<file path="src/rtl/obj_scan_pkg.sv">
// Shared types for the OBJ scanline evaluator: FSM states, list entry layout
// and the shape/size to vertical-extent lookup.
package obj_scan_pkg;

    typedef enum logic [1:0] {S_IDLE, S_REQ, S_EVAL, S_DONE} state_t;

    typedef struct packed {
        logic [6:0] index;
        logic [6:0] yoff;
        logic [8:0] x;
    } entry_t;

    // Height in lines; shape 2'b11 is invalid and is filtered out before use.
    function automatic logic [7:0] obj_vsize(input logic [1:0] shape,
                                             input logic [1:0] size,
                                             input logic       dbl);
        logic [7:0] v;
        case (shape)
            2'b00: v = 8'd8 << size;
            2'b01: case (size)
                       2'd0, 2'd1: v = 8'd8;
                       2'd2:       v = 8'd16;
                       default:    v = 8'd32;
                   endcase
            2'b10: case (size)
                       2'd0:       v = 8'd16;
                       2'd1, 2'd2: v = 8'd32;
                       default:    v = 8'd64;
                   endcase
            default: v = 8'd0;
        endcase
        return dbl ? {v[6:0], 1'b0} : v;
    endfunction

endpackage

</file>
<file path="src/rtl/obj_counter.sv">
// Object index counter with synchronous clear and increment.
module obj_counter #(
    parameter int W = 7
) (
    input  logic         clock,
    input  logic         reset_n,
    input  logic         clear,
    input  logic         inc,
    output logic [W-1:0] count
);

    always_ff @(posedge clock or negedge reset_n) begin
        if (!reset_n)   count <= '0;
        else if (clear) count <= '0;
        else if (inc)   count <= count + 1'b1;
    end

endmodule

</file>
<file path="src/rtl/obj_list_fifo.sv">
// Visible-object list: power-of-two FIFO with flush; head reads as zero when empty.
module obj_list_fifo
    import obj_scan_pkg::*;
#(
    parameter int DEPTH = 16
) (
    input  logic                   clock,
    input  logic                   reset_n,
    input  logic                   flush,
    input  logic                   push,
    input  logic                   pop,
    input  entry_t                 din,
    output entry_t                 dout,
    output logic                   full,
    output logic                   empty,
    output logic [$clog2(DEPTH):0] count
);

    localparam int AW = $clog2(DEPTH);

    entry_t         mem [DEPTH];
    logic [AW-1:0]  wr_ptr, rd_ptr;
    logic           do_push, do_pop;

    assign full    = (count == (AW+1)'(DEPTH));
    assign empty   = (count == '0);
    assign do_push = push && !full;
    assign do_pop  = pop && !empty;
    assign dout    = empty ? '0 : mem[rd_ptr];

    always_ff @(posedge clock or negedge reset_n) begin
        if (!reset_n) begin
            wr_ptr <= '0;
            rd_ptr <= '0;
            count  <= '0;
        end else if (flush) begin
            wr_ptr <= '0;
            rd_ptr <= '0;
            count  <= '0;
        end else begin
            if (do_push) wr_ptr <= wr_ptr + 1'b1;
            if (do_pop)  rd_ptr <= rd_ptr + 1'b1;
            if (do_push != do_pop) count <= do_push ? count + 1'b1 : count - 1'b1;
        end
    end

    always_ff @(posedge clock) begin
        if (do_push && !flush) mem[wr_ptr] <= din;
    end

endmodule

</file>
<file path="src/rtl/obj_scan_controller.sv">
// Per-scanline OAM walker: fetches each object's attributes, tests vertical
// overlap with the requested row and queues visible objects in index order.
module obj_scan_controller
    import obj_scan_pkg::*;
#(
    parameter int NUM_OBJS   = 128,
    parameter int LIST_DEPTH = 16
) (
    input  logic        clock,
    input  logic        reset_n,
    input  logic        line_start,
    input  logic [7:0]  row,
    input  logic        obj_enable,
    output logic        oam_req,
    output logic [6:0]  oam_addr,
    input  logic        oam_ready,
    input  logic [15:0] oam_attr0,
    input  logic [15:0] oam_attr1,
    output logic        ent_valid,
    input  logic        ent_ready,
    output logic [6:0]  ent_index,
    output logic [6:0]  ent_yoff,
    output logic [8:0]  ent_x,
    output logic        busy,
    output logic        done,
    output logic        overflow
);

    localparam int CW = $clog2(LIST_DEPTH) + 1;

    state_t        state;
    logic [7:0]    row_q, y_q, d;
    logic [1:0]    shape_q, mode_q, size_q;
    logic [8:0]    x_q;
    logic [7:0]    vsize;
    logic [6:0]    index;
    logic [CW-1:0] list_count;
    logic          list_full, list_empty;
    logic          skip, hit, last, at_cap, push, idx_inc;
    entry_t        head;

    assign d       = row_q - y_q;
    assign vsize   = obj_vsize(shape_q, size_q, mode_q == 2'b11);
    assign skip    = (mode_q == 2'b10) || (shape_q == 2'b11);
    assign hit     = (state == S_EVAL) && !skip && (d < vsize);
    assign last    = (index == 7'(NUM_OBJS - 1));
    assign at_cap  = (list_count == CW'(LIST_DEPTH));
    assign push    = hit && !list_full && !line_start;
    assign idx_inc = (state == S_EVAL) && !line_start && !last && !(hit && at_cap);

    assign oam_addr  = index;
    assign ent_valid = !list_empty;
    assign ent_index = head.index;
    assign ent_yoff  = head.yoff;
    assign ent_x     = head.x;

    obj_counter #(.W(7)) u_idx (
        .clock   (clock),
        .reset_n (reset_n),
        .clear   (line_start),
        .inc     (idx_inc),
        .count   (index)
    );

    obj_list_fifo #(.DEPTH(LIST_DEPTH)) u_list (
        .clock   (clock),
        .reset_n (reset_n),
        .flush   (line_start),
        .push    (push),
        .pop     (ent_valid && ent_ready),
        .din     ('{index: index, yoff: d[6:0], x: x_q}),
        .dout    (head),
        .full    (list_full),
        .empty   (list_empty),
        .count   (list_count)
    );

    // line_start preempts every state, including an in-flight OAM read.
    always_ff @(posedge clock or negedge reset_n) begin
        if (!reset_n) begin
            state    <= S_IDLE;
            oam_req  <= 1'b0;
            busy     <= 1'b0;
            done     <= 1'b0;
            overflow <= 1'b0;
            row_q    <= '0;
            y_q      <= '0;
            shape_q  <= '0;
            mode_q   <= '0;
            size_q   <= '0;
            x_q      <= '0;
        end else begin
            done <= 1'b0;
            if (line_start) begin
                overflow <= 1'b0;
                row_q    <= row;
                state    <= obj_enable ? S_REQ : S_DONE;
                oam_req  <= obj_enable;
                busy     <= obj_enable;
                done     <= !obj_enable;
            end else begin
                case (state)
                    S_REQ: if (oam_ready) begin
                        y_q     <= oam_attr0[7:0];
                        mode_q  <= oam_attr0[9:8];
                        shape_q <= oam_attr0[15:14];
                        size_q  <= oam_attr1[15:14];
                        x_q     <= oam_attr1[8:0];
                        oam_req <= 1'b0;
                        state   <= S_EVAL;
                    end
                    S_EVAL: begin
                        if ((hit && at_cap) || last) begin
                            overflow <= hit && at_cap;
                            state    <= S_DONE;
                            done     <= 1'b1;
                            busy     <= 1'b0;
                        end else begin
                            state   <= S_REQ;
                            oam_req <= 1'b1;
                        end
                    end
                    S_DONE:  state <= S_IDLE;
                    default: state <= S_IDLE;
                endcase
            end
        end
    end

endmodule

</file>
<file path="config.mk">
export PLATFORM = sky130hd
export DESIGN_NAME = obj_scan_controller
export DESIGN_NICKNAME = d
export VERILOG_FILES = /design/src/rtl/obj_scan_pkg.sv /design/src/rtl/obj_counter.sv /design/src/rtl/obj_list_fifo.sv /design/src/rtl/obj_scan_controller.sv
export SDC_FILE = /design/constraint.sdc
export NUM_CORES = 1
export LEC_CHECK = 0
export ABC_CLOCK_PERIOD_IN_PS = 13900
export CORE_MARGIN = 2
export CORE_UTILIZATION = 55
export CTS_CLUSTER_DIAMETER = 80
export DETAILED_ROUTE_END_ITERATION = 6
export GPL_TIMING_DRIVEN = 0
export PLACE_DENSITY = 0.74
export SKIP_CTS_REPAIR_TIMING = 1
export SKIP_LAST_GASP = 1
export SYNTH_ARGS = -nofsm -noshare
export SYNTH_HDL_FRONTEND = slang
export SYNTH_SLANG_ARGS = --single-unit
</file>
<file path="constraint.sdc">
create_clock -name clock -period 13.9 [get_ports clock]
set_input_delay 2.78 -clock clock [delete_from_list [all_inputs] [get_ports clock]]
set_output_delay 2.78 -clock clock [all_outputs]
set_load 0.01 [all_outputs]
</file>
# After elaboration in Yosys (flattened, before gate mapping)
# Memories as Yosys holds them, arrays and structs flattened.
# Cells that the tools add are included.
[totals]
memories = 1
input_bits = 46
output_inout_bits = 35
ramBits = 368
ff_bits = 57
[classes]
n_reduce_logical = 36
addsub = 6
mux = 34
shift = 1
bitwise_logic = 1
magnitude_cmp = 1
eq_ne = 14
[mem_list]
columns = ["name", "words", "word_bits", "rd", "rd_ports_with_merged_regs", "wr", "line", "rtl"]
rows = [
  ["u_list.mem", 16, 23, 1, 0, 1, "obj_list_fifo.sv:21", "entry_t mem [DEPTH];"],
]
[ops]
columns = ["op", "count"]
rows = [
  ["one-hot mux 8 bit (3 select lines)", 1],
  ["2-to-1 mux 23 bit", 1],
  ["2-to-1 mux 4 bit", 4],
  ["2-to-1 mux 5 bit", 3],
  ["2-to-1 mux 1 bit", 14],
  ["2-to-1 mux 7 bit", 2],
  ["one-hot mux 7 bit (2 select lines)", 1],
  ["== test 2 bit, second input constant", 6],
  ["logical AND 1 bit", 12],
  ["one-hot mux 6 bit (2 select lines)", 1],
  ["nonzero test 2 bit", 6],
  ["adder 4 x 1 -> 4 bit, second input constant", 2],
  ["less-than comparator 8 bit", 1],
  ["2-to-1 mux 2 bit", 4],
  ["2-to-1 mux 8 bit", 1],
  ["<< shifter 4 x 2 -> 8 bit, first input constant", 1],
  ["subtractor 8 bit", 1],
  ["adder 7 x 1 -> 7 bit, second input constant", 1],
  ["== test 7 bit, second input constant", 1],
  ["zero test 1 bit", 7],
  ["== test 2 x 1 -> 1 bit, second input constant", 3],
  ["inequality test 3 bit, second input constant", 2],
  ["AND reduction 3 bit", 2],
  ["adder 5 x 1 -> 5 bit, second input constant", 1],
  ["other kinds (12)", 15],
]

# Longest topological paths before layout
# Gate-level depths: netlist of the first run.
[logic_depth]
word_depth = 13
ltp_mapped = 20
ltp_nobuf = 20

# Hierarchy
# Synthesis of the first run repeated with hierarchy kept, for this count alone.
[unflattened]
cells_unflattened = 896
area_unflattened_um2 = 17300.3
[by_module_without_submodules]
columns = ["mod", "instances", "cells_each", "area_per_inst_um2"]
rows = [
  ["obj_list_fifo", 1, 678, 14871.8],
  ["obj_scan_controller", 1, 189, 2120.8],
  ["obj_counter", 1, 29, 307.8],
]

# Worst setup path before layout of the first run
# No wires, ideal clock.
[synth_timing]
path_kind = "flip-flop to output port"
startpoint = "register u_list.rd_ptr[1]"
endpoint = "output ent_index[6]"
path_stages_with_launch = 6
setup_slack_ns = 9.111
path_buffers = 2
t_arrival_ns = 2.009
required_ns = 11.120
cell_sequence = "dfrtp_1 buf_1 buf_1 mux4_2 mux4_2 and2_1"
[synth_between]
elab_chain_cells = 2
[synth_lines]
columns = ["item", "line", "rtl"]
rows = [
  ["from (decl)", "obj_list_fifo.sv:22", "logic [AW-1:0] wr_ptr, rd_ptr;"],
  ["from (signal assigned)", "obj_list_fifo.sv:42", "if (do_pop) rd_ptr <= rd_ptr + 1'b1;"],
  ["memory read (16 x 23 bit)", "-", ""],
  ["2-to-1 mux 23 bit", "obj_list_fifo.sv:29", "assign dout = empty ? '0 : mem[rd_ptr];"],
  ["to (decl)", "obj_scan_controller.sv:21", "output logic [6:0] ent_index,"],
]
# No other way between the ends.

# Worst setup path after layout of the first run
# Same ends and word-level chain as after synthesis.

==> results.py, run 1 <==
metrics = {
    "outcome": {
        "status": "finished, final reports clean",
    },
    "grt": {
        "grt_max_degree": 31,
        "gr-usage-met3": 0.0399,
        "grt.total_usage": 0.227,
        "antenna_found_initial": 1,
        "busiest_layer": "met2",
        "use_met2": 0.368,
        "grt_first_pass_wirelength_um": 54900,
        "first_global_vias": 9002,
        "gr-total-overflow": 0,
        "use_met1": 0.326,
    },
    "synthesis": {
        "syn_area_per_cell_um2": 20.0,
        "ys_warn_count": 0,
        "synth_cell_types": 53,
        "yosys.area.top_type_share": 0.637,
        "synth_edf_count": 368,
        "yosysTopAreaCell": "edfxtp_1",
        "ys_ff_latch": 425,
        "syn_nets": 946,
        "ys.flop_type": "edfxtp_1",
        "netlist_area_mm2": 0.0174,
        "synthArstFlopShare": 0.134,
        "seq_area_frac_synth": 0.719,
        "synthCells": 870,
        "synth_area_leaders": "edfxtp_1 64%, mux4_2 15%, dfrtp_1 8.2%, ha_1 2.0%, mux2_2 1.9%",
    },
    "detailed_routing": {
        "vias": 8767,
        "ant_nets": 0,
        "drt_first_pass_iters": 5,
        "drt-total-wl_um": 36200,
        "wl_per_cell_um": 25.4,
        "first_iter_violations": 954,
        "via_per_inst": 6.15,
        "drc": 0,
    },
    "floorplanning": {
        "design.core.area_mm2": 0.0313,
        "die_height_um": 182,
        "placementRows": 65,
        "dieArea_mm2": 0.0330,
        "num_io_pins": 81,
        "start_util": 0.554,
        "die_width_um": 182,
    },
    "setup_path": {
        "start_kind": "register",
        "crit_arrival_ns": 3.72,
        "crit_fanout": 10,
        "path_class": "register to primary output",
        "end_kind": "primary output",
        "cp.required_ns": 11.12,
    },
    "timing": {
        "rsz0062_at_grt": "false",
        "fmax_mhz": 154,
        "tightest_slew_ns": 1.14,
        "period_share": 0.468,
        "skew_ns": 0.0147,
        "slew_headroom": 0.239,
        "final_hold_viol_count": 0,
        "fin_crit_ns": 6.50,
        "tns_ns": 0,
        "layout_setup_ws_ns": 7.40,
        "slew_viol_final": 0,
        "setup_viol": 0,
    },
    "layout": {
        "antenna-diode-count": 0,
        "drive_above_1_share": 0.246,
        "syn_to_final_growth_pct": 15.3,
        "fillers": 2101,
        "layout.nets": 1066,
    },
    "min_path": {
        "hold_path.class": "register to register",
    },
    "cts": {
        "cts_buffers": 43,
        "cts_sinks": 425,
        "clkTransAtPathRegs_ns": 0.06,
        "htree_levels": 2,
        "insertion_delay_ns": 0.54,
        "cts-root-buf": "clkbuf_16",
        "clock_path_buffers": 3,
        "cts_tree": "built",
    },
    "placement": {
        "hpwl_um": 21800,
        "dp_slack_ns": 7.90,
        "place_congestion": 0.839,
        "io_buffer_count": 71,
    },
    "power_and_ir_drop": {
        "power_uw": 3610,
        "leakage_uw": 0.00665,
        "vdd_ir_drop_max_mv": 0.129,
        "cellPowerDensity_mw_per_mm2": 180,
    },
    "job": {
        "timing.max_cap.violations": 0,
    },
}
-- synth_stat cells (6+ instances only) --
library cell / instances
nand2_1: 22
buf_4: 7
mux2_2: 30
and2_1: 36
buf_6: 7
buf_1: 9
edfxtp_1: 368
xnor2_1: 10
dfrtp_1: 57
mux4_2: 115
ha_1: 28
nand4_1: 7
inv_1: 24
o21ai_0: 14
nand3_1: 6
nor2_1: 19
a21oi_1: 22
clkbuf_1: 16
-- power breakdown --
group | internal [uW] | leakage [uW] | switching (uW) | total (uW)
Clock | 609 | 0.000637 | 463 | 1070
Combinational | 454 | 0.00192 | 493 | 947
Sequential | 1530 | 0.00409 | 61.4 | 1590
Total | 2600 | 0.00665 | 1020 | 3610
-- logic make-up (layout without fill, tap and decap cells) --
logic type / count (synthesis) / after routing / synth area share
and+or+nand+nor: 120 / 120 / 0.0376
adders and majority gates: 30 / 30 / 0.0225
muxes: 151 / 151 / 0.172
DFF: 425 / 425 / 0.719
xor gates and xnor gates: 15 / 15 / 0.00757
AOI/OAI and AO/OA: 61 / 61 / 0.0218
buffers and inverters: 68 / 221 / 0.0196
-- state kept, by name (all words and copies together), names as in the netlist --
name           cells
x_q                9
overflow           1
u_idx.count        7
u_list.count       5
u_list.wr_ptr      4
oam_req            1
done               1
state              2
u_list.rd_ptr      4
mode_q             2
shape_q            2
y_q                8
u_list.mem       368
busy               1
row_q              8
size_q             2
-- layer usage --
layer	part of all wire	wire length (um)
met3	0.073	2630
met4	0.018	654
met2	0.49	17800
met5	0	0
met1	0.42	15100
-- through the flow --
| step | hold slack, ns | cells | instance area (um2) | util |
|---|---|---|---|---|
| 6_report | 0.507 | 1425 | 20000 | 0.639 |
| 5_1_grt | 0.531 | 1425 | 20000 | 0.639 |
| 4_1_cts | 0.509 | 1425 | 20000 | 0.638 |
| 3_5_place_dp | 0.494 | 1347 | 18700 | 0.597 |
| 3_3_place_gp | 0.495 | 1343 | 18600 | 0.593 |
| 2_1_floorplan | 0.479 | 870 | 17400 | - |
-- layout make-up --
| class | instances | area (um2) | share of cell area |
|---|---|---|---|
| sequential | 425 | 12500 | 0.623 |
| multi-input combinational | 377 | 4620 | 0.231 |
| clock inverter | 18 | 131 | 0.00656 |
| timing repair buffer | 75 | 776 | 0.0387 |
| clock buffer | 60 | 1170 | 0.0585 |
| tap | 402 | 503 | 0.0251 |
| inverter | 24 | 90.1 | 0.00450 |
| buffer | 44 | 250 | 0.0125 |
-- path summary, 6_finish.rpt --
path / start / to / slack [ns] / cells past startpoint
min in group asynchronous: reset_n / state[0] / 2.28 / 1
hold reg to reg: y_q[2] / y_q[2] / 0.51 / 1
setup / recovery: u_list.rd_ptr[1] / ent_index[6] / 7.40 / 6
max in group asynchronous: reset_n / x_q[0] / 10.99 / 2
setup reg to reg: row_q[0] / u_list.count[4] / 8.45 / 20
hold / removal: y_q[2] / y_q[2] / 0.51 / 1
-- critical path, stage by stage, from the launching register on --
cell             delay [ns]
dfrtp_1                0.43
buf_1                  0.45
buf_1                  0.69
mux4_2                 0.43
mux4_2                 0.50
and2_1                 0.18
clkdlybuf4s50_1        0.50
-- cells in the final DEF (no fill, tap or decap), types with 6 or more instances in the layout --
master	netlist	final
clkinv_2	0	10
nand2_1	22	22
and2_1	36	25
o21ai_0	14	14
nor2_1	19	15
mux2_2	30	30
and2_2	0	11
buf_2	5	6
clkbuf_1	16	31
xnor2_1	10	6
clkbuf_16	0	44
ha_1	28	28
a21oi_1	22	22
nand4_1	7	7
mux4_2	115	115
dfrtp_1	57	57
nand3_1	6	6
clkdlybuf4s50_1	0	70
buf_1	9	9
buf_6	7	7
edfxtp_1	368	368
buf_4	7	7
inv_1	24	24
No activity file was read; power rests on OpenSTA's default activity.
==> inputs of run 2 (changes only) <==
--- a/config.mk
+++ b/config.mk
@@ -5,7 +5,7 @@
 export SDC_FILE = /design/constraint.sdc
 export NUM_CORES = 1
 export LEC_CHECK = 0
-export ABC_CLOCK_PERIOD_IN_PS = 13900
+export ABC_CLOCK_PERIOD_IN_PS = 6600
 export CORE_MARGIN = 2
 export CORE_UTILIZATION = 55
 export CTS_CLUSTER_DIAMETER = 80
==> constraint.sdc (replaced) <==
create_clock -name clock -period 6.6 [get_ports clock]
set_input_delay 1.32 -clock clock [delete_from_list [all_inputs] [get_ports clock]]
set_output_delay 1.32 -clock clock [all_outputs]
set_load 0.01 [all_outputs]
==> results of run 2 <==
The final DEF is identical to that of run 1. Status: finished, final reports clean.
Main changes from that run: setup slack after placement 7.90 ns -> 0.907 ns; setup slack after layout 7.40 ns -> 1.15 ns; start point of the critical path u_list.rd_ptr[1] -> row_q[0]; end point of the critical path ent_index[6] -> u_list.count[4]; register-to-register setup slack 8.45 ns -> 1.15 ns; total power 3610 uW -> 7610 uW; worst IR drop on VDD 0.129 mV -> 0.271 mV
